**src/rtl/ysyx_201979054_axi4_master_if.sv**
```systemverilog
// AXI4 bus between the cache-side burst master and its slave.
// Transaction IDs exist on the bus but the master always drives them to zero.
interface ysyx_201979054_axi4_master_if #(
    parameter int AXI_ADDR_W = 32,
    parameter int AXI_DATA_W = 32
);
    logic [3:0]              arid;
    logic [AXI_ADDR_W-1:0]   araddr;
    logic [7:0]              arlen;
    logic [2:0]              arsize;
    logic [1:0]              arburst;
    logic                    arvalid;
    logic                    arready;

    logic [AXI_DATA_W-1:0]   rdata;
    logic [1:0]              rresp;
    logic                    rlast;
    logic                    rvalid;
    logic                    rready;

    logic [3:0]              awid;
    logic [AXI_ADDR_W-1:0]   awaddr;
    logic [7:0]              awlen;
    logic [2:0]              awsize;
    logic [1:0]              awburst;
    logic                    awvalid;
    logic                    awready;

    logic [AXI_DATA_W-1:0]   wdata;
    logic [AXI_DATA_W/8-1:0] wstrb;
    logic                    wlast;
    logic                    wvalid;
    logic                    wready;

    logic [1:0]              bresp;
    logic                    bvalid;
    logic                    bready;

    modport master (
        output arid, araddr, arlen, arsize, arburst, arvalid,
        input  arready,
        input  rdata, rresp, rlast, rvalid,
        output rready,
        output awid, awaddr, awlen, awsize, awburst, awvalid,
        input  awready,
        output wdata, wstrb, wlast, wvalid,
        input  wready,
        input  bresp, bvalid,
        output bready
    );

    modport slave (
        input  arid, araddr, arlen, arsize, arburst, arvalid,
        output arready,
        output rdata, rresp, rlast, rvalid,
        input  rready,
        input  awid, awaddr, awlen, awsize, awburst, awvalid,
        output awready,
        input  wdata, wstrb, wlast, wvalid,
        output wready,
        output bresp, bvalid,
        input  bready
    );
endinterface

```
**src/rtl/ysyx_201979054_axi4_master.sv**
```systemverilog
// AXI4 master for cache line fills / write-backs (INCR bursts) and single-beat uncached accesses.
// One transaction at a time; request fields are captured at start and drive the bus from registers.
module ysyx_201979054_axi4_master #(
    parameter int  AXI_ADDR_W  = 32,
    parameter int  AXI_DATA_W  = 32,
    parameter int  BLOCK_WORDS = 16,
    localparam int IDX_W       = $clog2(BLOCK_WORDS),
    localparam int STRB_W      = AXI_DATA_W / 8
) (
    input  logic                  clk,
    input  logic                  arst,
    input  logic                  i_start_read,
    input  logic                  i_start_write,
    input  logic                  i_start_read_nc,
    input  logic                  i_start_write_nc,
    input  logic [AXI_ADDR_W-1:0] i_addr,
    input  logic [AXI_DATA_W-1:0] i_wdata,
    input  logic [STRB_W-1:0]     i_wstrb,
    output logic [IDX_W-1:0]      o_word_idx,
    output logic [AXI_DATA_W-1:0] o_rdata,
    output logic                  o_rvalid,
    output logic                  o_read_last,
    output logic                  o_b_resp,
    output logic                  o_resp_err,
    output logic                  o_busy,
    ysyx_201979054_axi4_master_if.master axi
);

    localparam logic [2:0]            BEAT_SIZE = 3'($clog2(STRB_W));
    localparam logic [AXI_ADDR_W-1:0] LINE_OFF  = AXI_ADDR_W'(BLOCK_WORDS * STRB_W - 1);
    localparam logic [7:0]            LINE_LEN  = 8'(BLOCK_WORDS - 1);
    localparam logic [1:0]            BURST_INCR = 2'b01;

    typedef enum logic [2:0] {S_IDLE, S_AR, S_R, S_AW, S_W, S_B} state_t;

    state_t                state;
    state_t                state_nxt;
    logic [AXI_ADDR_W-1:0] addr_q;
    logic [7:0]            len_q;
    logic [STRB_W-1:0]     strb_q;
    logic                  err_acc;

    logic rd_start;
    logic wr_start;
    logic take;
    logic nc_sel;
    logic r_hs;
    logic w_hs;
    logic b_hs;
    logic last_beat;
    logic resp_bad;

    assign rd_start  = i_start_read | i_start_read_nc;
    assign wr_start  = i_start_write | i_start_write_nc;
    assign take      = (state == S_IDLE) && (rd_start || wr_start);
    // Writes win over reads; a cacheable pulse wins over an uncached one of the same direction.
    assign nc_sel    = wr_start ? (i_start_write_nc && !i_start_write)
                                : (i_start_read_nc && !i_start_read);
    assign r_hs      = (state == S_R) && axi.rvalid;
    assign w_hs      = (state == S_W) && axi.wready;
    assign b_hs      = (state == S_B) && axi.bvalid;
    assign last_beat = (8'(o_word_idx) == len_q);
    assign resp_bad  = (r_hs && (axi.rresp != 2'b00)) || (b_hs && (axi.bresp != 2'b00));

    assign axi.arid    = '0;
    assign axi.araddr  = addr_q;
    assign axi.arlen   = len_q;
    assign axi.arsize  = BEAT_SIZE;
    assign axi.arburst = BURST_INCR;
    assign axi.awid    = '0;
    assign axi.awaddr  = addr_q;
    assign axi.awlen   = len_q;
    assign axi.awsize  = BEAT_SIZE;
    assign axi.awburst = BURST_INCR;
    assign axi.wdata   = i_wdata;
    assign axi.wstrb   = strb_q;
    assign axi.wlast   = (state == S_W) && last_beat;
    assign o_busy      = (state != S_IDLE);

    always_ff @(posedge clk or negedge arst) begin
        if (!arst) begin
            state <= S_IDLE;
        end else begin
            state <= state_nxt;
        end
    end

    always_comb begin
        state_nxt   = state;
        axi.arvalid = 1'b0;
        axi.rready  = 1'b0;
        axi.awvalid = 1'b0;
        axi.wvalid  = 1'b0;
        axi.bready  = 1'b0;
        case (state)
            S_IDLE: begin
                if (wr_start) begin
                    state_nxt = S_AW;
                end else if (rd_start) begin
                    state_nxt = S_AR;
                end
            end
            S_AR: begin
                axi.arvalid = 1'b1;
                if (axi.arready) state_nxt = S_R;
            end
            S_R: begin
                axi.rready = 1'b1;
                if (axi.rvalid && axi.rlast) state_nxt = S_IDLE;
            end
            S_AW: begin
                axi.awvalid = 1'b1;
                if (axi.awready) state_nxt = S_W;
            end
            S_W: begin
                axi.wvalid = 1'b1;
                if (axi.wready && last_beat) state_nxt = S_B;
            end
            S_B: begin
                axi.bready = 1'b1;
                if (axi.bvalid) state_nxt = S_IDLE;
            end
            default: state_nxt = S_IDLE;
        endcase
    end

    always_ff @(posedge clk or negedge arst) begin
        if (!arst) begin
            addr_q      <= '0;
            len_q       <= '0;
            strb_q      <= '0;
            err_acc     <= 1'b0;
            o_word_idx  <= '0;
            o_rvalid    <= 1'b0;
            o_read_last <= 1'b0;
            o_b_resp    <= 1'b0;
            o_resp_err  <= 1'b0;
        end else begin
            o_rvalid    <= r_hs;
            o_read_last <= r_hs && axi.rlast;
            o_b_resp    <= b_hs;
            if (take) begin
                addr_q     <= nc_sel ? i_addr : (i_addr & ~LINE_OFF);
                len_q      <= nc_sel ? 8'd0 : LINE_LEN;
                strb_q     <= nc_sel ? i_wstrb : '1;
                err_acc    <= 1'b0;
                o_word_idx <= '0;
                o_resp_err <= 1'b0;
            end else begin
                // A read index moves on once its beat has been presented, so it labels o_rdata.
                if (o_rvalid || w_hs) o_word_idx <= o_word_idx + 1'b1;
                if (r_hs || b_hs) err_acc <= err_acc | resp_bad;
                if ((r_hs && axi.rlast) || b_hs) o_resp_err <= err_acc | resp_bad;
            end
        end
    end

    always_ff @(posedge clk) begin
        if (r_hs) o_rdata <= axi.rdata;
    end

endmodule

```
**src/flat_wrapper.sv**
```systemverilog
// flat-port wrapper written by rule: the top's interface ports become plain ports
module ysyx_201979054_axi4_master_flat 
#(
    parameter int  AXI_ADDR_W  = 32,
    parameter int  AXI_DATA_W  = 32,
    parameter int  BLOCK_WORDS = 16,
    localparam int IDX_W       = $clog2(BLOCK_WORDS),
    localparam int STRB_W      = AXI_DATA_W / 8
)
  (clk, arst, i_start_read, i_start_write, i_start_read_nc, i_start_write_nc, i_addr, i_wdata, i_wstrb, o_word_idx, o_rdata, o_rvalid, o_read_last, o_b_resp, o_resp_err, o_busy, axi_arid, axi_araddr, axi_arlen, axi_arsize, axi_arburst, axi_arvalid, axi_arready, axi_rdata, axi_rresp, axi_rlast, axi_rvalid, axi_rready, axi_awid, axi_awaddr, axi_awlen, axi_awsize, axi_awburst, axi_awvalid, axi_awready, axi_wdata, axi_wstrb, axi_wlast, axi_wvalid, axi_wready, axi_bresp, axi_bvalid, axi_bready);
  ysyx_201979054_axi4_master_if #(.AXI_ADDR_W(AXI_ADDR_W), .AXI_DATA_W(AXI_DATA_W)) axi_i ();
  input  logic clk;
  input  logic arst;
  input  logic i_start_read;
  input  logic i_start_write;
  input  logic i_start_read_nc;
  input  logic i_start_write_nc;
  input  logic [AXI_ADDR_W-1:0] i_addr;
  input  logic [AXI_DATA_W-1:0] i_wdata;
  input  logic [STRB_W-1:0] i_wstrb;
  output logic [IDX_W-1:0] o_word_idx;
  output logic [AXI_DATA_W-1:0] o_rdata;
  output logic o_rvalid;
  output logic o_read_last;
  output logic o_b_resp;
  output logic o_resp_err;
  output logic o_busy;
  output wire logic [$bits(axi_i.arid)-1:0] axi_arid;
  output wire logic [$bits(axi_i.araddr)-1:0] axi_araddr;
  output wire logic [$bits(axi_i.arlen)-1:0] axi_arlen;
  output wire logic [$bits(axi_i.arsize)-1:0] axi_arsize;
  output wire logic [$bits(axi_i.arburst)-1:0] axi_arburst;
  output wire logic [$bits(axi_i.arvalid)-1:0] axi_arvalid;
  input wire logic [$bits(axi_i.arready)-1:0] axi_arready;
  input wire logic [$bits(axi_i.rdata)-1:0] axi_rdata;
  input wire logic [$bits(axi_i.rresp)-1:0] axi_rresp;
  input wire logic [$bits(axi_i.rlast)-1:0] axi_rlast;
  input wire logic [$bits(axi_i.rvalid)-1:0] axi_rvalid;
  output wire logic [$bits(axi_i.rready)-1:0] axi_rready;
  output wire logic [$bits(axi_i.awid)-1:0] axi_awid;
  output wire logic [$bits(axi_i.awaddr)-1:0] axi_awaddr;
  output wire logic [$bits(axi_i.awlen)-1:0] axi_awlen;
  output wire logic [$bits(axi_i.awsize)-1:0] axi_awsize;
  output wire logic [$bits(axi_i.awburst)-1:0] axi_awburst;
  output wire logic [$bits(axi_i.awvalid)-1:0] axi_awvalid;
  input wire logic [$bits(axi_i.awready)-1:0] axi_awready;
  output wire logic [$bits(axi_i.wdata)-1:0] axi_wdata;
  output wire logic [$bits(axi_i.wstrb)-1:0] axi_wstrb;
  output wire logic [$bits(axi_i.wlast)-1:0] axi_wlast;
  output wire logic [$bits(axi_i.wvalid)-1:0] axi_wvalid;
  input wire logic [$bits(axi_i.wready)-1:0] axi_wready;
  input wire logic [$bits(axi_i.bresp)-1:0] axi_bresp;
  input wire logic [$bits(axi_i.bvalid)-1:0] axi_bvalid;
  output wire logic [$bits(axi_i.bready)-1:0] axi_bready;
  assign axi_arid = axi_i.arid;
  assign axi_araddr = axi_i.araddr;
  assign axi_arlen = axi_i.arlen;
  assign axi_arsize = axi_i.arsize;
  assign axi_arburst = axi_i.arburst;
  assign axi_arvalid = axi_i.arvalid;
  assign axi_i.arready = axi_arready;
  assign axi_i.rdata = axi_rdata;
  assign axi_i.rresp = axi_rresp;
  assign axi_i.rlast = axi_rlast;
  assign axi_i.rvalid = axi_rvalid;
  assign axi_rready = axi_i.rready;
  assign axi_awid = axi_i.awid;
  assign axi_awaddr = axi_i.awaddr;
  assign axi_awlen = axi_i.awlen;
  assign axi_awsize = axi_i.awsize;
  assign axi_awburst = axi_i.awburst;
  assign axi_awvalid = axi_i.awvalid;
  assign axi_i.awready = axi_awready;
  assign axi_wdata = axi_i.wdata;
  assign axi_wstrb = axi_i.wstrb;
  assign axi_wlast = axi_i.wlast;
  assign axi_wvalid = axi_i.wvalid;
  assign axi_i.wready = axi_wready;
  assign axi_i.bresp = axi_bresp;
  assign axi_i.bvalid = axi_bvalid;
  assign axi_bready = axi_i.bready;
  ysyx_201979054_axi4_master #(.AXI_ADDR_W(AXI_ADDR_W), .AXI_DATA_W(AXI_DATA_W), .BLOCK_WORDS(BLOCK_WORDS)) u_core (.clk(clk), .arst(arst), .i_start_read(i_start_read), .i_start_write(i_start_write), .i_start_read_nc(i_start_read_nc), .i_start_write_nc(i_start_write_nc), .i_addr(i_addr), .i_wdata(i_wdata), .i_wstrb(i_wstrb), .o_word_idx(o_word_idx), .o_rdata(o_rdata), .o_rvalid(o_rvalid), .o_read_last(o_read_last), .o_b_resp(o_b_resp), .o_resp_err(o_resp_err), .o_busy(o_busy), .axi(axi_i));
endmodule
```
**config.mk**
```make
export PLATFORM = sky130hd
export DESIGN_NAME = ysyx_201979054_axi4_master_flat
export DESIGN_NICKNAME = d
export VERILOG_FILES = /design/src/rtl/ysyx_201979054_axi4_master_if.sv /design/src/rtl/ysyx_201979054_axi4_master.sv /design/src/flat_wrapper.sv
export SDC_FILE = /design/constraint.sdc
export NUM_CORES = 1
export LEC_CHECK = 0
export ABC_AREA = 1
export BUFFER_PORTS_ARGS = -buffer_cell sky130_fd_sc_hd__buf_2
export CAP_MARGIN = 20
export CELL_PAD_IN_SITES_DETAIL_PLACEMENT = 1
export CELL_PAD_IN_SITES_GLOBAL_PLACEMENT = 2
export CORE_MARGIN = 3
export CORE_UTILIZATION = 22
export CTS_CLUSTER_SIZE = 40
export DETAILED_ROUTE_END_ITERATION = 8
export PLACE_DENSITY = 0.86
export RECOVER_POWER = 25
export SLEW_MARGIN = 20
export SYNTH_ARGS = -nofsm -noshare
export SYNTH_HDL_FRONTEND = slang
export SYNTH_SLANG_ARGS = --single-unit
export TNS_END_PERCENT = 100
```
**constraint.sdc**
```tcl
create_clock -name clk -period 8.4 [get_ports clk]
set_clock_uncertainty 0.2 [all_clocks]
set_input_delay 0.84 -clock clk [delete_from_list [all_inputs] [get_ports clk]]
set_output_delay 0.84 -clock clk [all_outputs]
set_load 0.01 [all_outputs]
```
==> impl_metrics.py <==
metrics = {
    "route": {
        "firstDrtPassIters": 6,
        "via_count": 2961,
        "wl_mm": 10.79,
        "drt-vias-per-instance": 3.876,
        "drc_errors": 0,
        "first_iter_violations": 116,
        "post_drt_wl_per_cell_microns": 14.12,
        "ant_nets": 0,
    },
    "clock_network": {
        "clk_latency_ns": 0.34,
        "postCtsResizedCells": 0,
        "cts_setup_buffers": 0,
        "cts_hold_buf": 0,
        "clockRootBuffer": "clkbuf_16",
        "ctsLongestPathBuffers": 2,
        "clk_pin_slew_ns": 0.06,
        "tritoncts": "done",
        "cts.sinks": 81,
        "cts_buffers": 9,
        "cts-htree-levels": 3,
    },
    "sta": {
        "max_slew_margin": -0.8935,
        "setup_tns_ns": 0,
        "setup_viol": 0,
        "clock.fmax_ghz": 0.3023,
        "fin_hold_ws_ns": 0.2714,
        "post-route-period-util": 0.3938,
        "worstMarginPinSlew_ns": 2.840,
        "min_period_ns": 3.308,
        "final_max_slew_viol_count": 50,
        "finalHoldViolCount": 0,
        "rsz0062_at_grt": "false",
    },
    "synth": {
        "syn_area_per_cell_sq_um": 9.594,
        "synth_edf_count": 32,
        "ys_warn_count": 0,
        "syn-cell-area_sq_um": 3837,
        "synth_cell_types": 23,
        "yosysSeqAreaShare": 0.5699,
        "postSynthCellCount": 400,
        "synth_seq_cells": 81,
        "async_flop_share": 0.6049,
        "yosys_most_used_dff": "dfrtp_1",
    },
    "setup_path": {
        "crit_family": "buffers and inverters",
        "worst_path_max_delay_cell": "clkbuf_1",
        "timing_worst_setup_path_type": "input port to asynchronous set/reset pin",
        "arrival_ns": 2.95,
        "crit_chain": "buf_2 -> clkbuf_1",
        "crit_fanout": 49,
        "crit_buf_inv": 2,
        "worst_setup_path_start_kind": "input port",
        "crit_required_ns": 8.04,
        "regToRegSetupSlack_ns": 5.55,
        "cp.depth": 2,
        "cpPeakStageDelay_ns": 2.00,
        "reg2reg_depth": 7,
        "worstSetupEndpointType": "asynchronous set/reset pin",
    },
    "finish": {
        "area_growth_pct": 24.42,
        "drive_gt1_frac": 0.4210,
        "diodes": 0,
        "final_area_sq_um": 4775,
        "fin_nets": 656,
        "finalNonFillerCells": 764,
        "mostFrequentLayoutCell": "buf_2",
        "final_cell_mix": "buf_2, nand2_1, dfrtp_1",
    },
    "floorplan": {
        "die_w_microns": 138.1,
        "initial_core_util": 0.2282,
        "core_sq_um": 16820,
        "die_height_microns": 138.1,
        "die-area_sq_um": 19060,
        "rows": 47,
        "pin_count": 297,
    },
    "run": {
        "drv_cap": 1,
    },
    "hold_path": {
        "hp-class": "register to register",
        "holdPathStages": 2,
    },
    "run_status": {
        "failed_checks": "capacitance limit, slew limit",
        "status": "finished, violations left",
    },
    "global_routing": {
        "grt_overflow": 0,
        "grt_start_max_net_pins": 50,
        "antenna_found_initial": 0,
        "grt_pass1_vias": 3071,
        "track_usage": 0.1128,
        "grt_first_pass_wirelength_mm": 16.89,
    },
    "place": {
        "gp_congestion": 0.7257,
        "dp_cells": 748,
        "port_buffers": 206,
        "place_hpwl_mm": 8.295,
        "place_area_sq_um": 4488,
    },
    "power_and_ir_drop": {
        "power_density_nw_per_um2": 347.2,
        "irDropWorstVdd_mv": 0.1186,
        "total_leakage_power_nw": 2.595,
    },
}
-- cells by family after synthesis --
logic type	share of synthesized area
AO/OA/AOI/OAI	0.02869
adder cells (fa/ha/maj)	0.003260
buffers and inverters	0.2224
flip-flops	0.5699
other	0.001957
AND/OR/NAND/NOR	0.1738
-- power by group --
group	internal (W)	total [W]	switching, W	leakage (nW)
sequential	0.000538	0.000624	0.0000863	0.906
combinational	0.000237	0.000649	0.000412	1.54
clock	0.000219	0.000384	0.000165	0.145
-- cell usage after synthesis, drive strengths merged, types with 2 or more instances --
cell type  count  share of area
nand2        132           0.13
buf          104           0.20
dfrtp         49           0.32
edfxtp        32           0.25
nor2          25          0.027
inv           24          0.023
o21ai         14          0.018
nand3          9          0.012
a21oi          3         0.0068
conb           2         0.0020
-- final cells by class --
type                       count  area (sq um)
clock buffer                  11         254.0
clock inverter                 5         36.28
fill                        2063         12040
inverter                      24         90.09
multi-input combinational    215         889.6
sequential                    81          2187
tap                          220         275.3
timing repair buffer         208          1042
-- routing by layer --
metal / vias up / GRT usage / part of all wire
met3: 32 / 0.03453 / 0.059
met1: 1409 / 0.1217 / 0.38
met5: - / 0 / 0
met2: 112 / 0.2002 / 0.53
li1: 1408 / - / -
met4: 0 / 0.05616 / 0.028
-- registers in the layout, indices dropped and copies added (netlist names), 3 cells and up --
name / flops
u_core.o_rdata: 32
u_core.axi.araddr: 32
u_core.axi.wstrb: 4
u_core.state: 3
u_core.o_word_idx: 4
-- stage by stage --
| stage | power, W | setup WS [ns] | utilization |
|---|---|---|---|
| 3_3_place_gp | 0.001281 | 5.243 | 0.2669 |
| 4_1_cts | 0.001694 | 5.450 | 0.2841 |
| 2_1_floorplan | 0.001123 | 5.410 | - |
| 5_1_grt | 0.001794 | 4.474 | 0.2839 |
| 3_5_place_dp | 0.001300 | 5.183 | 0.2669 |
| 6_report | 0.001658 | 5.092 | 0.2839 |
-- worst paths after layout --
| kind | startpoint | end |
|---|---|---|
| max | arst | u_core.state[0] |
| min | u_core.axi.wstrb[1] | u_core.axi.wstrb[1] |
| max reg2reg | u_core.state[0] | u_core.axi.araddr[5] |
| min reg2reg | u_core.axi.wstrb[1] | u_core.axi.wstrb[1] |
| max in group clk | u_core.state[0] | u_core.axi.araddr[5] |
| min in group asynchronous | arst | u_core.axi.araddr[17] |
Note: power is estimated with default switching activity, not from simulation.
